<file path="src/rtl/tx_arbiter_pkg.sv">
// Shared constants, lock state type and round-robin helper for the two-requester UART arbiter.
package tx_arbiter_pkg;

    localparam int          TX_ARB_NREQ = 2;
    localparam int          TX_ARB_W    = 8;
    localparam logic [7:0]  TX_ARB_NL   = 8'h0A;

    typedef enum logic {
        LOCK_IDLE = 1'b0,
        LOCK_HELD = 1'b1
    } lock_state_e;

    // Prefer the requester that did not win last time; otherwise take whichever has data.
    function automatic logic rr_pick(input logic last, input logic ne0, input logic ne1);
        if (ne0 && ne1) begin
            return ~last;
        end else if (ne0) begin
            return 1'b0;
        end else begin
            return 1'b1;
        end
    endfunction

endpackage

</file>
<file path="src/rtl/tx_arbiter_fifo.sv">
// Byte FIFO with registered full/empty flags; a write while full is refused even if a pop happens in the same cycle.
module tx_fifo
    import tx_arbiter_pkg::*;
#(
    parameter int DEPTH = 16
) (
    input  logic                     clk_i,
    input  logic                     rst_i,
    input  logic                     wr_i,
    input  logic [TX_ARB_W-1:0]      wdata_i,
    input  logic                     rd_i,
    output logic [TX_ARB_W-1:0]      rdata_o,
    output logic                     full_o,
    output logic                     empty_o,
    output logic [$clog2(DEPTH):0]   count_o
);

    localparam int AW = $clog2(DEPTH);
    localparam int CW = AW + 1;

    logic [TX_ARB_W-1:0] mem_q [DEPTH];
    logic [AW-1:0]       wr_ptr_q, wr_ptr_d;
    logic [AW-1:0]       rd_ptr_q, rd_ptr_d;
    logic [CW-1:0]       count_q, count_d;
    logic                full_q, empty_q;
    logic                wr_ok, rd_ok;

    always_comb begin
        wr_ok    = wr_i && !full_q;
        rd_ok    = rd_i && !empty_q;
        wr_ptr_d = wr_ptr_q + AW'(wr_ok);
        rd_ptr_d = rd_ptr_q + AW'(rd_ok);
        count_d  = count_q + CW'(wr_ok) - CW'(rd_ok);
    end

    always_ff @(posedge clk_i or posedge rst_i) begin
        if (rst_i) begin
            wr_ptr_q <= '0;
            rd_ptr_q <= '0;
            count_q  <= '0;
            full_q   <= 1'b0;
            empty_q  <= 1'b1;
        end else begin
            wr_ptr_q <= wr_ptr_d;
            rd_ptr_q <= rd_ptr_d;
            count_q  <= count_d;
            full_q   <= (count_d == CW'(DEPTH));
            empty_q  <= (count_d == '0);
        end
    end

    // Storage is deliberately left out of reset.
    always_ff @(posedge clk_i) begin
        if (wr_ok) begin
            mem_q[wr_ptr_q] <= wdata_i;
        end
    end

    assign rdata_o = mem_q[rd_ptr_q];
    assign full_o  = full_q;
    assign empty_o = empty_q;
    assign count_o = count_q;

endmodule

</file>
<file path="src/rtl/tx_arbiter.sv">
// Two-requester UART byte arbiter: round-robin issue, one pulse per two cycles.
// Optional line locking (keep a requester until it sends a newline) is enabled by TX_ARB_LINE_LOCK_EN.
module tx_arbiter
    import tx_arbiter_pkg::*;
#(
    parameter int DEPTH = 16
) (
    input  logic       w_clk,
    input  logic       w_rst,
    input  logic [7:0] w_d0,
    input  logic       w_we0,
    output logic       r_full0,
    input  logic [7:0] w_d1,
    input  logic       w_we1,
    output logic       r_full1,
    input  logic       w_tx_ready,
    output logic [7:0] r_uartdata,
    output logic       r_uartwe,
    output logic       r_gnt,
    output logic [1:0] r_ovf
);

    localparam int CW = $clog2(DEPTH) + 1;

    logic [7:0]    rdata0, rdata1;
    logic          empty0, empty1;
    logic [CW-1:0] cnt0, cnt1;
    logic [1:0]    ne;
    logic          opp, sel, pop0, pop1;
    logic [7:0]    issue_byte;

    logic          uartwe_q, uartwe_d;
    logic [7:0]    uartdata_q, uartdata_d;
    logic          gnt_q, gnt_d;
    logic [1:0]    ovf_q, ovf_d;

    tx_fifo #(.DEPTH(DEPTH)) u_fifo0 (
        .clk_i   (w_clk),
        .rst_i   (w_rst),
        .wr_i    (w_we0),
        .wdata_i (w_d0),
        .rd_i    (pop0),
        .rdata_o (rdata0),
        .full_o  (r_full0),
        .empty_o (empty0),
        .count_o (cnt0)
    );

    tx_fifo #(.DEPTH(DEPTH)) u_fifo1 (
        .clk_i   (w_clk),
        .rst_i   (w_rst),
        .wr_i    (w_we1),
        .wdata_i (w_d1),
        .rd_i    (pop1),
        .rdata_o (rdata1),
        .full_o  (r_full1),
        .empty_o (empty1),
        .count_o (cnt1)
    );

    assign ne = {cnt1 != '0, cnt0 != '0};

`ifdef TX_ARB_LINE_LOCK_EN
    lock_state_e lock_q, lock_d;
`endif

    always_comb begin
        opp = w_tx_ready && !uartwe_q && !(empty0 && empty1);
        sel = rr_pick(gnt_q, ne[0], ne[1]);
`ifdef TX_ARB_LINE_LOCK_EN
        // The owner keeps the link while it has data; an empty owner hands over at once.
        if (lock_q == LOCK_HELD) begin
            sel = ne[gnt_q] ? gnt_q : ~gnt_q;
        end
`endif
        issue_byte = sel ? rdata1 : rdata0;
        pop0       = opp && !sel;
        pop1       = opp && sel;
        uartwe_d   = opp;
        uartdata_d = opp ? issue_byte : 8'h00;
        gnt_d      = opp ? sel : gnt_q;
        ovf_d      = ovf_q | {w_we1 & r_full1, w_we0 & r_full0};
`ifdef TX_ARB_LINE_LOCK_EN
        lock_d = lock_q;
        if (opp) begin
            lock_d = (issue_byte != TX_ARB_NL) ? LOCK_HELD : LOCK_IDLE;
        end
`endif
    end

    always_ff @(posedge w_clk or posedge w_rst) begin
        if (w_rst) begin
            uartwe_q   <= 1'b0;
            uartdata_q <= 8'h00;
            gnt_q      <= 1'b1;
            ovf_q      <= 2'b00;
        end else begin
            uartwe_q   <= uartwe_d;
            uartdata_q <= uartdata_d;
            gnt_q      <= gnt_d;
            ovf_q      <= ovf_d;
        end
    end

`ifdef TX_ARB_LINE_LOCK_EN
    always_ff @(posedge w_clk or posedge w_rst) begin
        if (w_rst) begin
            lock_q <= LOCK_IDLE;
        end else begin
            lock_q <= lock_d;
        end
    end
`endif

    assign r_uartwe   = uartwe_q;
    assign r_uartdata = uartdata_q;
    assign r_gnt      = gnt_q;
    assign r_ovf      = ovf_q;

endmodule

</file>
<file path="config.mk">
export PLATFORM = sky130hd
export DESIGN_NAME = tx_arbiter
export DESIGN_NICKNAME = d
export VERILOG_FILES = /design/src/rtl/tx_arbiter_pkg.sv /design/src/rtl/tx_arbiter_fifo.sv /design/src/rtl/tx_arbiter.sv
export SDC_FILE = /design/constraint.sdc
export NUM_CORES = 1
export LEC_CHECK = 0
export ABC_AREA = 1
export CELL_PAD_IN_SITES_DETAIL_PLACEMENT = 0
export CELL_PAD_IN_SITES_GLOBAL_PLACEMENT = 1
export CORE_ASPECT_RATIO = 1.4
export CORE_MARGIN = 3
export CORE_UTILIZATION = 44
export DETAILED_ROUTE_END_ITERATION = 6
export HOLD_SLACK_MARGIN = 0.03
export PLACE_DENSITY_LB_ADDON = 0.15
export SYNTH_ARGS = -nofsm -noshare
export SYNTH_HDL_FRONTEND = slang
export SYNTH_SLANG_ARGS = --single-unit
</file>
<file path="constraint.sdc">
create_clock -name w_clk -period 3.4 [get_ports w_clk]
set_input_delay 0.68 -clock w_clk [delete_from_list [all_inputs] [get_ports w_clk]]
set_output_delay 0.68 -clock w_clk [all_outputs]
set_load 0.02 [all_outputs]
</file>
==> metrics.txt <==
outcome=completed; cell area after synthesis=approximately 0.012 mm^2; Tmin final=around 2.8 ns; htree depth=1; drt total wl=28600 um; Cell Pwr Density=about 890 mW/mm^2; reg2reg end=u_fifo1.empty_o; total grt overflow=0; synth unique cells=23; Final Non-Filler Cells=around 1500; crit start category=input port; core area=0.0272 mm^2; sequential area share after synthesis=0.711; Worst Hold Depth=1; Starting DRT DRC Count=458; worst-margin pin slew=between 0.8 and 0.9 ns; commonest non-fill, non-tap cells in the layout=nand2_1, edfxtp_1, nand3_1, buf_4, dfrtp_1; Core Rows=between 70 and 80; Max-Cap Viols=0; Worst Hold Class=flop to flop; setup slack, reg-to-reg=0.68 ns; crit-path max FO=3; PostCTS Resize Cnt=0; critical path class=input port to flop; nets=1128; Final Hold Fails=0; Final Cycle Share=0.815; Die ar.=between 0.03 and 0.04 mm^2; Avg Inst Size Synth=~12 um^2; asr flop ratio synth=0.141; routed len/inst=roughly 19 um; first-pass GRT wire length=between 40000 and 50000 um; ys flop type=edfxtp_1; LEAKAGE=5.37 nW; Synth Net Count=1068; most common cell after layout, fill and taps aside=nand2_1; Clock Path Buffers=3; CTS tree=yes; Max Freq=between 0.3 and 0.4 GHz; CP required=a little under 4 ns; number of synthesized flops with an enable pin=between 200 and 300; post-route ant nets=0; Fin Setup TNS=0 ns; Clock Latency Late Sink=0.56 ns; Worst EP arrival=approximately 3.3 ns; Worst Skew=roughly 0.016 ns; unrepaired setup endpoints after global routing=no; register bit total from synthesis=approximately 300; Root Buffer=clkbuf_16; GRT Total Usage=0.193; Max IR drop VDD=491 uV; Ant. Diodes=0; gpl congestion=slightly below 0.8; Overall Power=between 10 and 15 mW; final max-slew violation count=0; TritonCTS buffer count=29; CTS Sinks=a little under 300; worst r2r src=u_fifo0.count_o[3]; Area growth, synth to finish=14.8%; DRC=0; design area=around 0.014 mm^2; WHS Endpoint=r_ovf[0]; Vias=between 7000 and 8000; placed cells=approximately 1400; number of cells on the worst reg-to-reg path=15; DRT Pass-1 Iters=5; Die H=around 200 um; HP Start=r_ovf[0]; post-CTS setup buffers=0; pin count of the biggest net entering global routing=66; DP Wirelength=approximately 18000 um; Placed Area=approximately 0.013 mm^2; antenna violations before repair=0; ratio of cells with drive above 1 in the final layout=0.0930; synth warn=0; synthesized netlist cell count=1025; Post-CTS Hold Fix Bufs=0; Slew HR=0.462; chip width=about 150 um; Starting Density=0.452; clk slew on worst S/H paths=approximately 0.060 ns; critical path endpoint category=flop; Port Buffer Count=34; I/O pin cnt=35; vias in the first global route=around 7400; final setup violating endpoints=0; vias per std cell=about 5
==> critical path, stage by stage <==
cell	delay, ns
clkdlybuf4s50_1	0.46
inv_1	0.04
nor2_1	0.08
nand2_1	0.12
inv_1	0.11
nand2_1	0.07
nor2_1	0.14
ha_1	0.25
inv_1	0.06
ha_1	0.15
inv_1	0.06
fa_1	0.43
o21ai_0	0.23
xor2_1	0.21
inv_1	0.08
nor2_1	0.09
==> where the power goes <==
group / total (mW) / switching (mW) / leakage (nW) / internal [mW]
Clock: 3.46 / 1.34 / 0.514 / 2.11
Sequential: 4.82 / 0.258 / 2.81 / 4.57
Combinational: 4.21 / 2.90 / 2.04 / 1.31
Total: 12.5 / 4.50 / 5.37 / 7.99
==> per-layer routing <==
| layer | vias to the layer above | GRT usage | part of all wire |
|---|---|---|---|
| met4 | 0 | 0.0656 | 0.034 |
| met3 | 49 | 0.0204 | 0.029 |
| met2 | 120 | 0.359 | 0.54 |
| met5 | - | 0 | 0 |
| li1 | 3703 | - | - |
| met1 | 3570 | 0.232 | 0.40 |
==> cell usage after synthesis (all sizes together) (3+ instances only) <==
cell type,number,area share
nand3,255,0.10
nand2,289,0.088
nor2,36,0.012
dfstp,3,0.0064
xor2,12,0.0086
dfrtp,39,0.079
nor3,11,0.0045
ha,20,0.020
a21oi,3,0.0012
buf,48,0.029
o21ai,3,0.0012
inv,40,0.012
edfxtp,256,0.63
==> per-stage QoR <==
stage          hold WS (ns)   util  worst slack, ns
2_1_floorplan         0.473      -            0.736
3_3_place_gp          0.440  0.481            0.148
3_5_place_dp          0.443  0.481            0.105
4_1_cts               0.457  0.519            0.659
5_1_grt               0.479  0.519            0.411
6_report              0.455  0.519            0.627
==> cell families (layout without fill, tap and decap cells) <==
family / Yosys count / count (layout) / share of synthesized area
buffers and inverters: 90 / 173 / 0.0421
adders and majority gates: 22 / 22 / 0.0236
xor gates and xnor gates: 14 / 14 / 0.00998
AOI/OAI and AO/OA: 9 / 9 / 0.00427
DFF: 298 / 298 / 0.711
and+or+nand+nor: 592 / 592 / 0.209
==> registers in the layout, indices dropped and copies added, names as in the netlist, 2 cells and up <==
signal            flops
u_fifo0.mem_q       128
u_fifo1.rd_ptr_q      4
u_fifo1.wr_ptr_q      4
u_fifo0.wr_ptr_q      4
u_fifo1.count_o       5
u_fifo0.rd_ptr_q      4
u_fifo1.mem_q       128
u_fifo0.count_o       5
r_ovf                 2
r_uartdata            8
==> cell type report <==
| class | count | area [um^2] |
|---|---|---|
| flip-flops and latches | 298 | 8740 |
| clock buffers | 39 | 803 |
| multi-input cells | 637 | 3030 |
| repair buffers | 77 | 676 |
| clock inverters | 15 | 236 |
| fillers | 2402 | 13100 |
| well taps | 365 | 457 |
| inverters | 42 | 158 |
==> how the worst max path moves through the flow <==
| stage | start | endpoint | slack [ns] | depth (start not counted) |
|---|---|---|---|---|
| final | w_tx_ready | u_fifo1.empty_o | 0.63 | 16 |
| after global routing | w_tx_ready | u_fifo1.empty_o | 0.41 | 16 |
| after CTS | w_tx_ready | u_fifo1.empty_o | 0.66 | 16 |
| after detailed placement | w_tx_ready | u_fifo1.empty_o | 0.11 | 16 |
| after global placement | w_tx_ready | u_fifo1.empty_o | 0.15 | 16 |
| after floorplan | w_tx_ready | u_fifo1.empty_o | 0.74 | 15 |
(Power assumes the default switching activity.)
